**src/rtl/motor_array.sv**
```systemverilog
`default_nettype none
//==============================================================================
// Module   : motor_array
// Brief    : N-channel motor I/O: x4 quadrature decode (position, velocity,
//            fault) and glitch-free PWM with a valid/ready duty write port.
//            Define MOTOR_ARRAY_WDOG_EN to zero duties that go stale.
// Revision : 1.0 - initial release
//==============================================================================
module motor_array #(
    parameter int NCH        = 2,
    parameter int QEI_RES    = 16,
    parameter int PWM_RES    = 10,
    parameter int PWM_DIV    = 4,
    parameter int SAMPLE_DIV = 48000
) (
    input  logic                     clk,
    input  logic                     rst,
    input  logic                     en,
    input  logic [NCH-1:0]           qei_a,
    input  logic [NCH-1:0]           qei_b,
    input  logic                     wr_valid,
    output logic                     wr_ready,
    input  logic [2:0]               wr_ch,
    input  logic [PWM_RES-1:0]       wr_duty,
    output logic [NCH*QEI_RES-1:0]   pos,
    output logic [NCH*QEI_RES-1:0]   vel,
    output logic                     vel_valid,
    output logic [NCH-1:0]           pwm,
    output logic [NCH-1:0]           fault
);

    localparam int         c_PRE_W = (PWM_DIV > 1) ? $clog2(PWM_DIV) : 1;
    localparam int         c_SMP_W = $clog2(SAMPLE_DIV);
    localparam logic [3:0] c_NCH   = 4'(NCH);

    logic                r_rstDone;
    logic [c_SMP_W-1:0]  r_smpCnt;
    logic                w_smpTick;
    logic                r_velValid;
    logic [c_PRE_W-1:0]  r_pwmPre;
    logic [PWM_RES-1:0]  r_pwmCnt;
    logic                w_pwmStep;
    logic                w_boundary;
    logic [NCH-1:0]      w_pendValid;
    logic [7:0]          w_pendPad;
    logic                w_chValid;
    logic                w_accept;

    assign w_smpTick = (r_smpCnt == c_SMP_W'(SAMPLE_DIV - 1));
    assign vel_valid = r_velValid;

    always_ff @(posedge clk or negedge rst) begin
        if (!rst) begin
            r_rstDone  <= 1'b0;
            r_smpCnt   <= '0;
            r_velValid <= 1'b0;
        end else begin
            r_rstDone  <= 1'b1;
            r_velValid <= w_smpTick;
            r_smpCnt   <= w_smpTick ? '0 : r_smpCnt + c_SMP_W'(1);
        end
    end

    // The PWM timebase freezes while disabled so the period resumes in phase
    assign w_pwmStep  = en && (r_pwmPre == c_PRE_W'(PWM_DIV - 1));
    assign w_boundary = w_pwmStep && (r_pwmCnt == '1);

    always_ff @(posedge clk or negedge rst) begin
        if (!rst) begin
            r_pwmPre <= '0;
            r_pwmCnt <= '0;
        end else if (en) begin
            r_pwmPre <= w_pwmStep ? '0 : r_pwmPre + c_PRE_W'(1);
            if (w_pwmStep) begin
                r_pwmCnt <= r_pwmCnt + PWM_RES'(1);
            end
        end
    end

    always_comb begin
        w_pendPad            = '0;
        w_pendPad[NCH-1:0]   = w_pendValid;
    end

    // Writes to absent channels are always accepted and dropped
    assign w_chValid = ({1'b0, wr_ch} < c_NCH);
    assign wr_ready  = r_rstDone && (!w_chValid || !w_pendPad[wr_ch]);
    assign w_accept  = wr_valid && wr_ready && w_chValid;

    for (genvar i = 0; i < NCH; i++) begin : g_ch
        logic [1:0]          r_sync1;
        logic [1:0]          r_sync2;
        logic [1:0]          r_abPrev;
        logic [1:0]          w_step;
        logic [QEI_RES-1:0]  r_pos;
        logic [QEI_RES-1:0]  r_posPrev;
        logic [QEI_RES-1:0]  r_vel;
        logic                r_fault;
        logic                r_pend;
        logic                r_pwm;
        logic [PWM_RES-1:0]  r_pendDuty;
        logic [PWM_RES-1:0]  r_duty;
        logic                w_wrSel;
        logic                w_expired;

        // Gray phase index is {A, A^B}; the mod-4 phase difference is the step
        assign w_step  = {r_sync2[1], ^r_sync2} - {r_abPrev[1], ^r_abPrev};
        assign w_wrSel = w_accept && (wr_ch == 3'(i));

`ifdef MOTOR_ARRAY_WDOG_EN
        logic [3:0] r_wdCnt;

        assign w_expired = r_wdCnt[3];

        always_ff @(posedge clk or negedge rst) begin
            if (!rst) begin
                r_wdCnt <= '0;
            end else if (w_wrSel) begin
                r_wdCnt <= '0;
            end else if (w_smpTick && !r_wdCnt[3]) begin
                r_wdCnt <= r_wdCnt + 4'd1;
            end
        end
`else
        assign w_expired = 1'b0;
`endif

        always_ff @(posedge clk or negedge rst) begin
            if (!rst) begin
                r_sync1   <= '0;
                r_sync2   <= '0;
                r_abPrev  <= '0;
                r_pos     <= '0;
                r_posPrev <= '0;
                r_vel     <= '0;
                r_fault   <= 1'b0;
            end else begin
                r_sync1  <= {qei_a[i], qei_b[i]};
                r_sync2  <= r_sync1;
                r_abPrev <= r_sync2;
                case (w_step)
                    2'b01:   r_pos   <= r_pos + QEI_RES'(1);
                    2'b11:   r_pos   <= r_pos - QEI_RES'(1);
                    2'b10:   r_fault <= 1'b1;
                    default: ;
                endcase
                if (w_smpTick) begin
                    r_vel     <= r_pos - r_posPrev;
                    r_posPrev <= r_pos;
                end
            end
        end

        // Boundary consumes the old pending value before a same-cycle write
        always_ff @(posedge clk or negedge rst) begin
            if (!rst) begin
                r_pend     <= 1'b0;
                r_pendDuty <= '0;
                r_duty     <= '0;
                r_pwm      <= 1'b0;
            end else begin
                if (w_boundary) begin
                    if (w_expired) begin
                        r_duty <= '0;
                        r_pend <= 1'b0;
                    end else if (r_pend) begin
                        r_duty <= r_pendDuty;
                        r_pend <= 1'b0;
                    end
                end
                if (w_wrSel) begin
                    r_pendDuty <= wr_duty;
                    r_pend     <= 1'b1;
                end
                r_pwm <= en && (r_pwmCnt < r_duty);
            end
        end

        assign pos[i*QEI_RES +: QEI_RES] = r_pos;
        assign vel[i*QEI_RES +: QEI_RES] = r_vel;
        assign pwm[i]                    = r_pwm;
        assign fault[i]                  = r_fault;
        assign w_pendValid[i]            = r_pend;
    end

endmodule
`default_nettype wire

```
**config.mk**
```make
export PLATFORM = sky130hd
export DESIGN_NAME = motor_array
export DESIGN_NICKNAME = d
export VERILOG_FILES = /design/src/rtl/motor_array.sv
export SDC_FILE = /design/constraint.sdc
export NUM_CORES = 1
export LEC_CHECK = 0
export ABC_AREA = 1
export CORE_AREA = 2 2 195 197
export CTS_CLUSTER_SIZE = 20
export DETAILED_ROUTE_END_ITERATION = 12
export DIE_AREA = 0 0 197 199
export PLACE_DENSITY = 0.46
export SLEW_MARGIN = 15
export SYNTH_ARGS = -nofsm -noshare
export SYNTH_HDL_FRONTEND = slang
export SYNTH_SLANG_ARGS = --single-unit
```
**constraint.sdc**
```tcl
create_clock -name clk -period 3 [get_ports clk]
set_input_delay 0.6 -clock clk [delete_from_list [all_inputs] [get_ports clk]]
set_output_delay 0.6 -clock clk [all_outputs]
set_load 0.01 [all_outputs]
```
# Word level (Yosys, flattened, before mapping)
# Cells that the tools add are included.
[word_totals]
regBits = 184
in_bits = 21
wordCells = 85
[op_classes]
n_reduce_logical = 24
addsub = 11
mux = 9
n_eq_ne = 10
n_lt_le_gt_ge = 4
[ops]
columns = ["operator", "count"]
rows = [
  ["case mux 16 bit (2 select lines)", 2],
  ["adder 16 x 1 -> 16 bit, second input constant", 3],
  ["subtractor 16 x 1 -> 16 bit, second input constant", 2],
  ["subtractor 16 bit", 2],
  ["< comparator 10 bit", 2],
  ["== test 16 bit, second input constant", 1],
  ["two-way mux 16 bit", 1],
  ["adder 10 x 1 -> 10 bit, second input constant", 1],
  ["== test 10 bit, second input constant", 1],
  ["== test 2 bit, second input constant", 5],
  ["logical AND 1 bit", 9],
  ["nonzero test 2 bit", 4],
  ["parity 2 bit", 4],
  ["AND reduction 2 bit", 3],
  ["== test 2 x 1 -> 1 bit, second input constant", 2],
  ["< comparator 3 x 4 -> 1 bit, second input constant", 1],
  ["two-way mux 1 bit", 4],
  ["subtractor 2 bit", 2],
  ["binary-select mux 1 bit (select 3 bit)", 1],
  ["== test 3 x 1 -> 1 bit, second input constant", 1],
  ["logical NOT 3 bit", 1],
  ["< comparator 3 x 2 -> 1 bit, second input constant", 1],
  ["adder 2 x 1 -> 2 bit, second input constant", 1],
  ["logical NOT 1 bit", 2],
  ["2 further kinds", 2],
]

# Longest topological paths before layout
# Gate-level depths: netlist (run 1).
[logic_depth]
word_depth = 9
depth_mapped = 19

# Least setup slack after synthesis (run 1)
# OpenSTA, ideal clock, no wires.
[synth_path]
path_type = "register to register"
startpoint = "register g_ch[1].r_sync2[1]"
endpoint = "register g_ch[1].r_pos[12]"
setup_slack_ns = 0.518
period_less_slack_ns = 2.482
arrival_ns = 2.364
n_path_buf = 2
setup_time_ns = 0.118
stages_incl_launch_ff = 20
path_cell_list = "dfrtp_1 -> xnor2_1 -> ha_1 -> buf_2 -> inv_1 -> nand3_4 -> buf_8 -> nand2_2 -> nand2_1 -> inv_1 -> ha_1 -> inv_1 -> nand2_1 -> nand2_1 -> o21ai_1 -> nand3_1 -> nand2_1 -> nand2_1 -> nand3_1 -> nand2_1"
[synth_via]
elab_chain_len = 4
[synth_lines]
columns = ["item", "line", "text"]
rows = [
  ["start, declared", "92", "logic [1:0] r_sync2;"],
  ["start signal, assigned", "139", "r_sync2 <= r_sync1;"],
  ["parity 2 bit", "107", "assign w_step = {r_sync2[1], ^r_sync2} - {r_abPrev[1], ^r_abPrev};"],
  ["subtractor 2 bit (*)", "107", ""],
  ["== test 2 bit or == test 2 x 1 -> 1 bit (tied branches)", "141", "case (w_step)"],
  ["case mux 16 bit (2 select lines) or nonzero test 2 bit (tied branches)", "-", ""],
  ["end signal, assigned", "142", "2'b01: r_pos <= r_pos + QEI_RES'(1);"],
  ["end signal, assigned", "143", "2'b11: r_pos <= r_pos - QEI_RES'(1);"],
  ["end, declared", "95", "logic [QEI_RES-1:0] r_pos;"],
]
# Every way passes the cells marked *; elsewhere a longest branch is shown, timed or not.
# A chain may end at the register's enable or synchronous reset.

# Worst setup path after layout (run 1)
[layout_path]
startpoint = "input wr_ch[0]"
endpoint = "output wr_ready"
[layout_via]
elab_chain_len = 5
[layout_lines]
columns = ["item", "line", "text"]
rows = [
  ["start, declared", "23", "input logic [2:0] wr_ch,"],
  ["binary-select mux 1 bit (select 3 bit)", "87", "assign wr_ready = r_rstDone && (!w_chValid || !w_pendPad[wr_ch]);"],
  ["two-way mux 1 bit (not written as such)", "87", ""],
  ["logical NOT 1 bit", "87", ""],
  ["logical OR 1 bit (*)", "87", ""],
  ["logical AND 1 bit (*)", "87", ""],
  ["end, declared", "22", "output logic wr_ready,"],
]
# Every way passes the cells marked *; elsewhere a longest branch is shown, timed or not. The select of a mux whose other input is x is not followed.

==> flow_summary.yaml, run 1 <==
outcome:
  outcome: "completed"
clocking:
  post_cts.repair.setup_buffers: 0
  root_buffer: "clkbuf_16"
  cts.sink_count: 184
  htreeDepth: 4
  cts_buffer_depth: 2
  cts_resized: 0
  clock_latency_ns: 0.45
  cts_buffers: 17
  clkTransAtPathRegs_ns: 0.07
  cts_tree: "done"
  cts_hold_buffers: 0
sta:
  slew_headroom_pct: 59.4
  holdWs_ns: 0.129
  timing.fmax_mhz: 366
  hold_violations: 0
  finalSetupViolCount: 0
  worst_pin_slew_ns: 0.601
  period_needed_ns: 2.73
  fin_ws_ns: 0.271
  rsz0062_at_grt: "false"
  finClkSkew_ns: 0.0178
  setup_tns_ns: 0
  min_period_over_period_pct: 91.0
  maxSlewViolCount: 0
die:
  die_area_sq_um: 39200
  die_y_microns: 199
  core_area_sq_um: 37100
  start_util_pct: 28.5
  fp.dieW_microns: 197
  ios: 91
  fp-row-count: 71
detailed_routing:
  drt_iter0_markers: 438
  totalWireLength_microns: 27300
  drt-vias-per-instance: 4.55
  route.detailed.drc: 0
  dr_total_vias: 8781
  post_drt_wl_per_cell_microns: 14.2
  dr.pass1.iters: 6
  ant_nets: 0
flow_run:
  cap_violations: 0
power:
  power.share.switching_pct: 43.0
  leakage_uw: 0.00607
  power_density_nw_per_um2: 809
  combPwrFrac_pct: 44.6
  p_clk_share_pct: 21.8
  ir_drop_mv: 0.335
  seqPwrFrac_pct: 33.7
  p_int_uw: 5830
  p_sw_uw: 4400
  total_power_uw: 10200
cells_and_area:
  layout_common_cells: "nand2_1 (367), inv_1 (191), dfrtp_1 (184), o21ai_0 (132), clkdlybuf4s50_1 (89)"
  syn2layout_area_growth_pct: 19.5
  n_antenna_cell: 0
  drive_above_1_share_pct: 5.90
  layout.nets: 1522
  final_cells: 1931
  final_common_cell: "nand2_1"
critical_path:
  reg2reg_slack_ns: 0.37
  r2r_end: "g_ch[0].r_pos[12]"
  cp.required_ns: 2.40
  cp_common_cell: "clkdlybuf4s50_1"
  cp-end-kind: "primary output"
  start_kind: "input pin"
  cp_cell_sequence: "clkdlybuf4s50_1 -> o21ai_0 -> a21boi_0 -> clkdlybuf4s50_1"
  crit-reg2reg-launch: "g_ch[0].r_abPrev[1]"
  crit_slowest_cell: "clkdlybuf4s50_1"
  slowest_delay_ns: 0.58
  ff2ff_path_depth: 18
  path_class: "input pin to primary output"
  crit_fanout: 5
  cp_data_arrival_time_ns: 2.13
grt:
  grt_max_degree: 60
  antenna_found_initial: 0
  grt_pass1_wl_microns: 45500
  grt_pass1_vias: 8574
  grt_usage_pct: 14.6
  grt.overflow.total: 0
synth:
  synth_edf_count: 0
  synth_area_sq_um: 10600
  synth_seq_cells: 184
  ys_seq_area_share_pct: 43.5
  yosys_most_used_dff: "dfrtp_1"
  synth_cell_types: 47
  synth_nets: 1429
  ys_top_cells_by_area: "dfrtp_1 (43%), nand2_1 (13%), inv_1 (6.8%), ha_1 (6.5%), o21ai_0 (6.2%)"
  synth.avg_cell_area_sq_um: 7.84
  async_flop_share_pct: 100
  synth_top_area_share_pct: 43.5
  yosysTopAreaCell: "dfrtp_1"
  syn_inst: 1351
  yosysWarnings: 0
placement:
  place_congestion: 0.839
  post-place-ws_ns: 0.281
  dp_hpwl_microns: 20200
  portBuffers: 90
  dp_cells: 1899
hold_path:
  hold_path_class: "input pin to asynchronous set/reset pin"
## how the worst max path moves through the flow
stage                       startpoint           endpoint  cells after the start  slack (ns)
finish                        wr_ch[0]           wr_ready                      4        0.27
global route        g_ch[0].r_sync2[1]  g_ch[0].r_pos[12]                     18        0.02
detailed placement            wr_ch[0]           wr_ready                      4        0.28
global placement              wr_ch[0]           wr_ready                      4        0.27
CTS                           wr_ch[0]           wr_ready                      4        0.26
floorplan           g_ch[1].r_sync2[1]  g_ch[1].r_pos[12]                     19        0.52
## cell families after synthesis
kind of cell / Yosys count / synth area share (%)
flops: 184 / 43.5
mux: 1 / 0.106
fa+ha+maj: 57 / 6.88
other cells: 1 / 0.0354
compound gates: 246 / 13.2
buf+inv: 236 / 8.76
simple gates: 571 / 22.9
xor+xnor: 55 / 4.62
## cell usage after synthesis, types with 20 or more instances
library cell,count
inv_1,191
o41ai_1,22
nand4_1,20
nor2_1,82
a21oi_1,51
ha_1,55
xor2_1,38
nand3_1,64
o21ai_0,132
dfrtp_1,184
clkbuf_1,25
nand2_1,367
## layout make-up
type	count	area, sq um
clock buffer	20	447
clock inverter	12	118
fill	3967	24500
inverter	198	743
multi-input combinational	931	5050
sequential	184	4600
tap	474	593
timing repair buffer	112	1090
## per-stage QoR
| stage | instance area, sq um | utilization [%] |
|---|---|---|
| final | 12700 | 34.1 |
| after global placement | 12100 | 32.6 |
| after global routing | 12700 | 34.1 |
| after floorplan | 10600 | - |
| after detailed placement | 12100 | 32.6 |
| after CTS | 12700 | 34.1 |
## power groups by stage
stage          combinational [uW]  clock, uW  sequential, uW
4_1_cts                      4610       2330            3460
6_report                     4560       2230            3450
3_5_place_dp                 4570          0            3510
5_1_grt                      5260       2400            3520
2_1_floorplan                3040          0            3380
3_3_place_gp                 4570          0            3510
## worst max-delay path: cells and delay by family
family	cells	cell delay (ns)
compound gates	2	0.40
buf+inv	2	1.13
## registers in the layout, indices dropped and copies added, names as in the netlist
name and flops:
g_ch.r_sync2 4, r_pwmCnt 10, g_ch.r_posPrev 32, r_rstDone 1, g_ch.r_sync1 4, g_ch.r_pos 32
g_ch.r_pend 2, g_ch.r_abPrev 4, vel_valid 1, r_smpCnt 16, g_ch.r_pendDuty 20, g_ch.r_fault 2
g_ch.r_pwm 2, g_ch.r_duty 20, r_pwmPre 2, g_ch.r_vel 32
## layer usage
metal  global-route usage, %  up-vias  routed length [microns]
met2                    22.7      104                    12000
met3                    3.27       18                      878
met5                       0        -                        0
li1                        -     4553                        -
met4                    3.95        0                      375
met1                    20.5     4106                    14000
(Power assumes the default switching activity.)
==> inputs of run 2 (changes only) <==
--- a/config.mk
+++ b/config.mk
@@ -7,10 +7,11 @@
 export LEC_CHECK = 0
 export ABC_AREA = 1
 export CORE_AREA = 2 2 195 197
+export CTS_BUF_LIST = sky130_fd_sc_hd__clkbuf_8
 export CTS_CLUSTER_SIZE = 20
 export DETAILED_ROUTE_END_ITERATION = 12
 export DIE_AREA = 0 0 197 199
-export PLACE_DENSITY = 0.46
+export PLACE_DENSITY = 0.48
 export SLEW_MARGIN = 15
 export SYNTH_ARGS = -nofsm -noshare
 export SYNTH_HDL_FRONTEND = slang
==> constraint.sdc (replaced) <==
create_clock -name clk -period 2.4 [get_ports clk]
set_input_delay 0.48 -clock clk [delete_from_list [all_inputs] [get_ports clk]]
set_output_delay 0.48 -clock clk [all_outputs]
set_load 0.01 [all_outputs]
==> flow_summary.yaml, run 2 (synthesis results as in run 1) <==
outcome:
  outcome: "completed"
sta:
  rsz0062_at_grt: "true"
  finClkSkew_ns: 0.0214
  fin_ws_ns: 0.0679
  hold_violations: 0
  maxSlewViolCount: 0
  finalSetupViolCount: 0
  timing.fmax_mhz: 429
  period_needed_ns: 2.33
  holdWs_ns: 0.358
  min_period_over_period_pct: 97.2
  slew_headroom_pct: 54.2
  worst_pin_slew_ns: 0.678
placement:
  portBuffers: 90
  post-place-ws_ns: -0.0180
  place_congestion: 0.854
  placed_area_sq_um: 12500
  dp_cells: 1943
  dp_hpwl_microns: 21200
grt:
  grt_max_degree: 68
  grt_usage_pct: 14.9
  grt.overflow.total: 0
  grt_pass1_wl_microns: 46500
  grt_pass1_vias: 8963
  antenna_found_initial: 0
critical_path:
  cp_data_arrival_time_ns: 2.71
  start_kind: "flip-flop"
  cp.required_ns: 2.78
  path_delay_family: "simple AND/OR/NAND/NOR gates"
  slowest_delay_ns: 0.41
  cp-end-kind: "flip-flop"
  path_class: "flip-flop to flip-flop"
  crit_fanout: 4
  crit_slowest_cell: "dfrtp_1"
  cp_cell_sequence: "xor2_1 -> ha_2 -> inv_4 -> nand4_1 -> nand2_4 -> inv_2 -> ha_4 -> inv_2 -> nand2_2 -> nand2_2 -> o21ai_4 -> or2_1 -> nand3_2 -> o21ai_1"
  cp_num_buf_inv: 3
power:
  power.share.switching_pct: 45.0
  power_density_nw_per_um2: 995
  ir_drop_mv: 0.348
  combPwrFrac_pct: 53.6
  leakage_uw: 0.00633
  seqPwrFrac_pct: 29.9
  total_power_uw: 13100
  p_sw_uw: 5900
  p_clk_share_pct: 16.5
  p_int_uw: 7220
cells_and_area:
  drive_above_1_share_pct: 12.6
  layout_common_cells: "nand2_1 (345), inv_1 (185), dfrtp_1 (183), o21ai_0 (130), clkdlybuf4s50_1 (88)"
  design_area_sq_um: 13200
  final_common_cell: "nand2_1"
  layout.nets: 1577
  n_antenna_cell: 0
  reg.largest.list: "g_ch.r_posPrev (32), g_ch.r_pos (32), g_ch.r_vel (32)"
  register_area_sq_um: 4610
  syn2layout_area_growth_pct: 24.5
  fillers: 3959
  multiInputGateArea_sq_um: 5240
  final_cells: 1986
die:
  fp.dieW_microns: 197
  start_util_pct: 28.5
  ios: 91
  core_area_sq_um: 37100
  die_area_sq_um: 39200
  die_y_microns: 199
  fp-row-count: 71
detailed_routing:
  drt-vias-per-instance: 4.61
  route.detailed.drc: 0
  dr_total_vias: 9149
  post_drt_wl_per_cell_microns: 14.2
  drt_iter0_markers: 544
  totalWireLength_microns: 28300
  dr.pass1.iters: 7
  ant_nets: 0
clocking:
  cts_tree: "done"
  clock_latency_ns: 0.50
  cts_buffer_depth: 2
  clkTransAtPathRegs_ns: 0.10
  htreeDepth: 4
  root_buffer: "clkbuf_8"
  cts.sink_count: 184
  cts_buffers: 17
hold_path:
  hold_path_class: "flip-flop to flip-flop"
flow_run:
  cap_violations: 0
## run 2: timing repair
action	4_1_cts	5_1_grt
resized for setup	2	69
endpoints found under the hold margin	45	0
setup endpoints to repair	5	31
buffers inserted	0	10
hold buffers	1	0
pin swaps	0	21
## run 2: path summary, 6_finish.rpt
| kind | cells past startpoint | slack, ns | from | endpoint |
|---|---|---|---|---|
| setup / recovery | 14 | 0.07 | g_ch[1].r_abPrev[1] | g_ch[1].r_pos[4] |
| hold / removal | 0 | 0.36 | g_ch[1].r_sync1[1] | g_ch[1].r_sync2[1] |
| setup reg to reg | 14 | 0.07 | g_ch[1].r_abPrev[1] | g_ch[1].r_pos[4] |
| hold reg to reg | 0 | 0.36 | g_ch[1].r_sync1[1] | g_ch[1].r_sync2[1] |
| max in group asynchronous | 3 | 1.18 | rst | g_ch[1].r_sync2[1] |
| min in group asynchronous | 2 | 0.55 | rst | g_ch[0].r_duty[9] |
## run 2: power groups by stage
stage / Combinational (uW) / Clock, uW / Sequential (uW)
2_1_floorplan: 3810 / 0 / 4230
3_3_place_gp: 6640 / 0 / 4000
3_5_place_dp: 6670 / 0 / 4000
4_1_cts: 6720 / 2280 / 3940
5_1_grt: 7970 / 2400 / 3990
6_report: 7030 / 2160 / 3920
## run 2: final cells by class
cell class | instances | share of cell area, %
timing repair buffer | 167 | 12.0
sequential | 184 | 34.9
multi-input combinational | 931 | 39.8
inverter | 198 | 5.73
clock inverter | 14 | 1.17
tap | 474 | 4.50
clock buffer | 18 | 1.88
## run 2: per-layer routing
| metal | global-route usage (%) | wire length (microns) | part of all wire, % | up-vias |
|---|---|---|---|---|
| li1 | - | - | - | 4655 |
| met1 | 21.0 | 14200 | 50 | 4343 |
| met2 | 23.5 | 12900 | 45 | 130 |
| met3 | 2.80 | 947 | 3.3 | 21 |
| met4 | 3.93 | 335 | 1.2 | 0 |
| met5 | 0 | 0 | 0 | - |
## run 2: stage by stage
stage | util (%) | setup TNS [ns]
global placement | 33.6 | -0.0141
floorplan | - | 0
finish | 35.5 | 0
CTS | 34.7 | 0
global route | 35.5 | -0.449
detailed placement | 33.6 | -0.0293
==> inputs of run 3 (changes only) <==
--- a/config.mk
+++ b/config.mk
@@ -7,7 +7,6 @@
 export LEC_CHECK = 0
 export ABC_AREA = 1
 export CORE_AREA = 2 2 195 197
-export CTS_BUF_LIST = sky130_fd_sc_hd__clkbuf_8
 export CTS_CLUSTER_SIZE = 20
 export DETAILED_ROUTE_END_ITERATION = 12
 export DIE_AREA = 0 0 197 199
==> flow_summary.yaml, run 3 (synthesis results as in run 1) <==
clocking:
  root_buffer: "clkbuf_16"
  cts.sink_count: 184
  cts_tree: "done"
  clock_latency_ns: 0.46
  cts_buffer_depth: 2
  htreeDepth: 4
  clkTransAtPathRegs_ns: 0.07
  cts_buffers: 17
cells_and_area:
  fillers: 3942
  n_antenna_cell: 0
  drive_above_1_share_pct: 12.7
  layout_common_cells: "nand2_1 (347), inv_1 (185), dfrtp_1 (183), o21ai_0 (130), clkdlybuf4s50_1 (89)"
  reg.largest.list: "g_ch.r_posPrev (32), g_ch.r_pos (32), g_ch.r_vel (32)"
  final_common_cell: "nand2_1"
  layout.nets: 1577
  syn2layout_area_growth_pct: 26.2
critical_path:
  slowest_delay_ns: 0.40
  cp-end-kind: "flip-flop"
  crit_fanout: 4
  path_delay_family: "simple AND/OR/NAND/NOR gates"
  path_class: "flip-flop to flip-flop"
  ff2ff_path_depth: 14
  cp_common_cell: "inv_2"
  cp_num_buf_inv: 3
  start_kind: "flip-flop"
  cp.required_ns: 2.74
  worstSetupPathDepth: 14
  cp_cell_sequence: "xor2_1 -> ha_2 -> inv_2 -> nand4_1 -> nand2_4 -> inv_2 -> ha_4 -> inv_2 -> nand2_2 -> nand2_2 -> o21ai_4 -> or2_1 -> nand3_2 -> o21ai_2"
  cp_data_arrival_time_ns: 2.66
  crit_slowest_cell: "dfrtp_1"
die:
  core_area_sq_um: 37100
  die_area_sq_um: 39200
  start_util_pct: 28.5
  fp-row-count: 71
  die_y_microns: 199
  fp.dieW_microns: 197
  ios: 91
sta:
  finalSetupViolCount: 0
  finClkSkew_ns: 0.0251
  fin_ws_ns: 0.0775
  min_period_over_period_pct: 96.8
  setup_tns_ns: 0
  period_needed_ns: 2.32
  slew_headroom_pct: 54.0
  rsz0062_at_grt: "true"
  hold_violations: 0
  worst_pin_slew_ns: 0.681
  timing.fmax_mhz: 431
  maxSlewViolCount: 0
placement:
  portBuffers: 90
  dp_hpwl_microns: 21200
  place_congestion: 0.854
  post-place-ws_ns: -0.0180
detailed_routing:
  post_drt_wl_per_cell_microns: 14.2
  dr_total_vias: 9114
  drt-vias-per-instance: 4.59
  ant_nets: 0
  drt_iter0_markers: 564
  dr.pass1.iters: 5
  totalWireLength_microns: 28300
  route.detailed.drc: 0
power:
  power_density_nw_per_um2: 1030
  total_power_uw: 13800
  leakage_uw: 0.00641
  ir_drop_mv: 0.468
grt:
  grt_pass1_vias: 8938
  grt.overflow.total: 0
  grt_usage_pct: 15.0
  antenna_found_initial: 0
  grt_max_degree: 68
  grt_pass1_wl_microns: 46500
outcome:
  outcome: "completed"
hold_path:
  hold_path_class: "input pin to asynchronous set/reset pin"
flow_run:
  cap_violations: 0
[run 3: cell count changes in the layout (fill, tap and decap cells not counted), sizes merged]
cell           change
dlygate4sd3        -1
buf                +1
clkdlybuf4s50      +1
dlymetal6s2s       -1
[run 3: layout make-up]
cell class | count | area (sq um) | share of cell area [%]
Clock buffer | 18 | 439 | 3.29
Clock inverter | 14 | 154 | 1.15
Inverter | 198 | 753 | 5.64
Multi-Input combinational cell | 931 | 5230 | 39.2
Sequential cell | 184 | 4610 | 34.5
Tap cell | 474 | 593 | 4.44
Timing Repair Buffer | 167 | 1580 | 11.8
[run 3: repair_timing]
item | in CTS | in global routing
setup buffers | 0 | 11
endpoints found under the setup margin | 3 | 30
gates resized for setup | 1 | 66
pin swaps | 0 | 23
hold buffers | 0 | 0
[run 3: path summary, 6_finish.rpt]
check	start	end	slack (ns)
max	g_ch[1].r_abPrev[1]	g_ch[1].r_pos[4]	0.08
min	rst	g_ch[0].r_pend	0.03
max reg2reg	g_ch[1].r_abPrev[1]	g_ch[1].r_pos[4]	0.08
min reg2reg	g_ch[1].r_sync1[1]	g_ch[1].r_sync2[1]	0.35
max in group asynchronous	rst	g_ch[1].r_sync2[1]	1.70
min in group clk	g_ch[1].r_sync1[1]	g_ch[1].r_sync2[1]	0.35
[run 3: per-layer routing]
metal,track usage [%],vias up,wire (microns)
li1,-,4660,-
met1,21.1,4299,14200
met2,23.3,130,12700
met3,2.90,25,898
met4,4.76,0,450
met5,0,-,0
[run 3: metrics by stage]
step | std cells | area [sq um] | hold WS (ns) | utilization [%]
floorplan | 1351 | 10600 | 0.184 | -
global placement | 1943 | 12500 | 0.334 | 33.6
detailed placement | 1943 | 12500 | 0.336 | 33.6
CTS | 1975 | 13100 | 0.0391 | 35.2
global route | 1986 | 13400 | 0.0478 | 36.0
finish | 1986 | 13400 | 0.0341 | 36.0
[run 3: power breakdown]
part           internal (uW)  switching (uW)  leakage, uW
Clock                   1430            1430     0.000293
Combinational           2870            4140      0.00373
Sequential              3530             398      0.00238
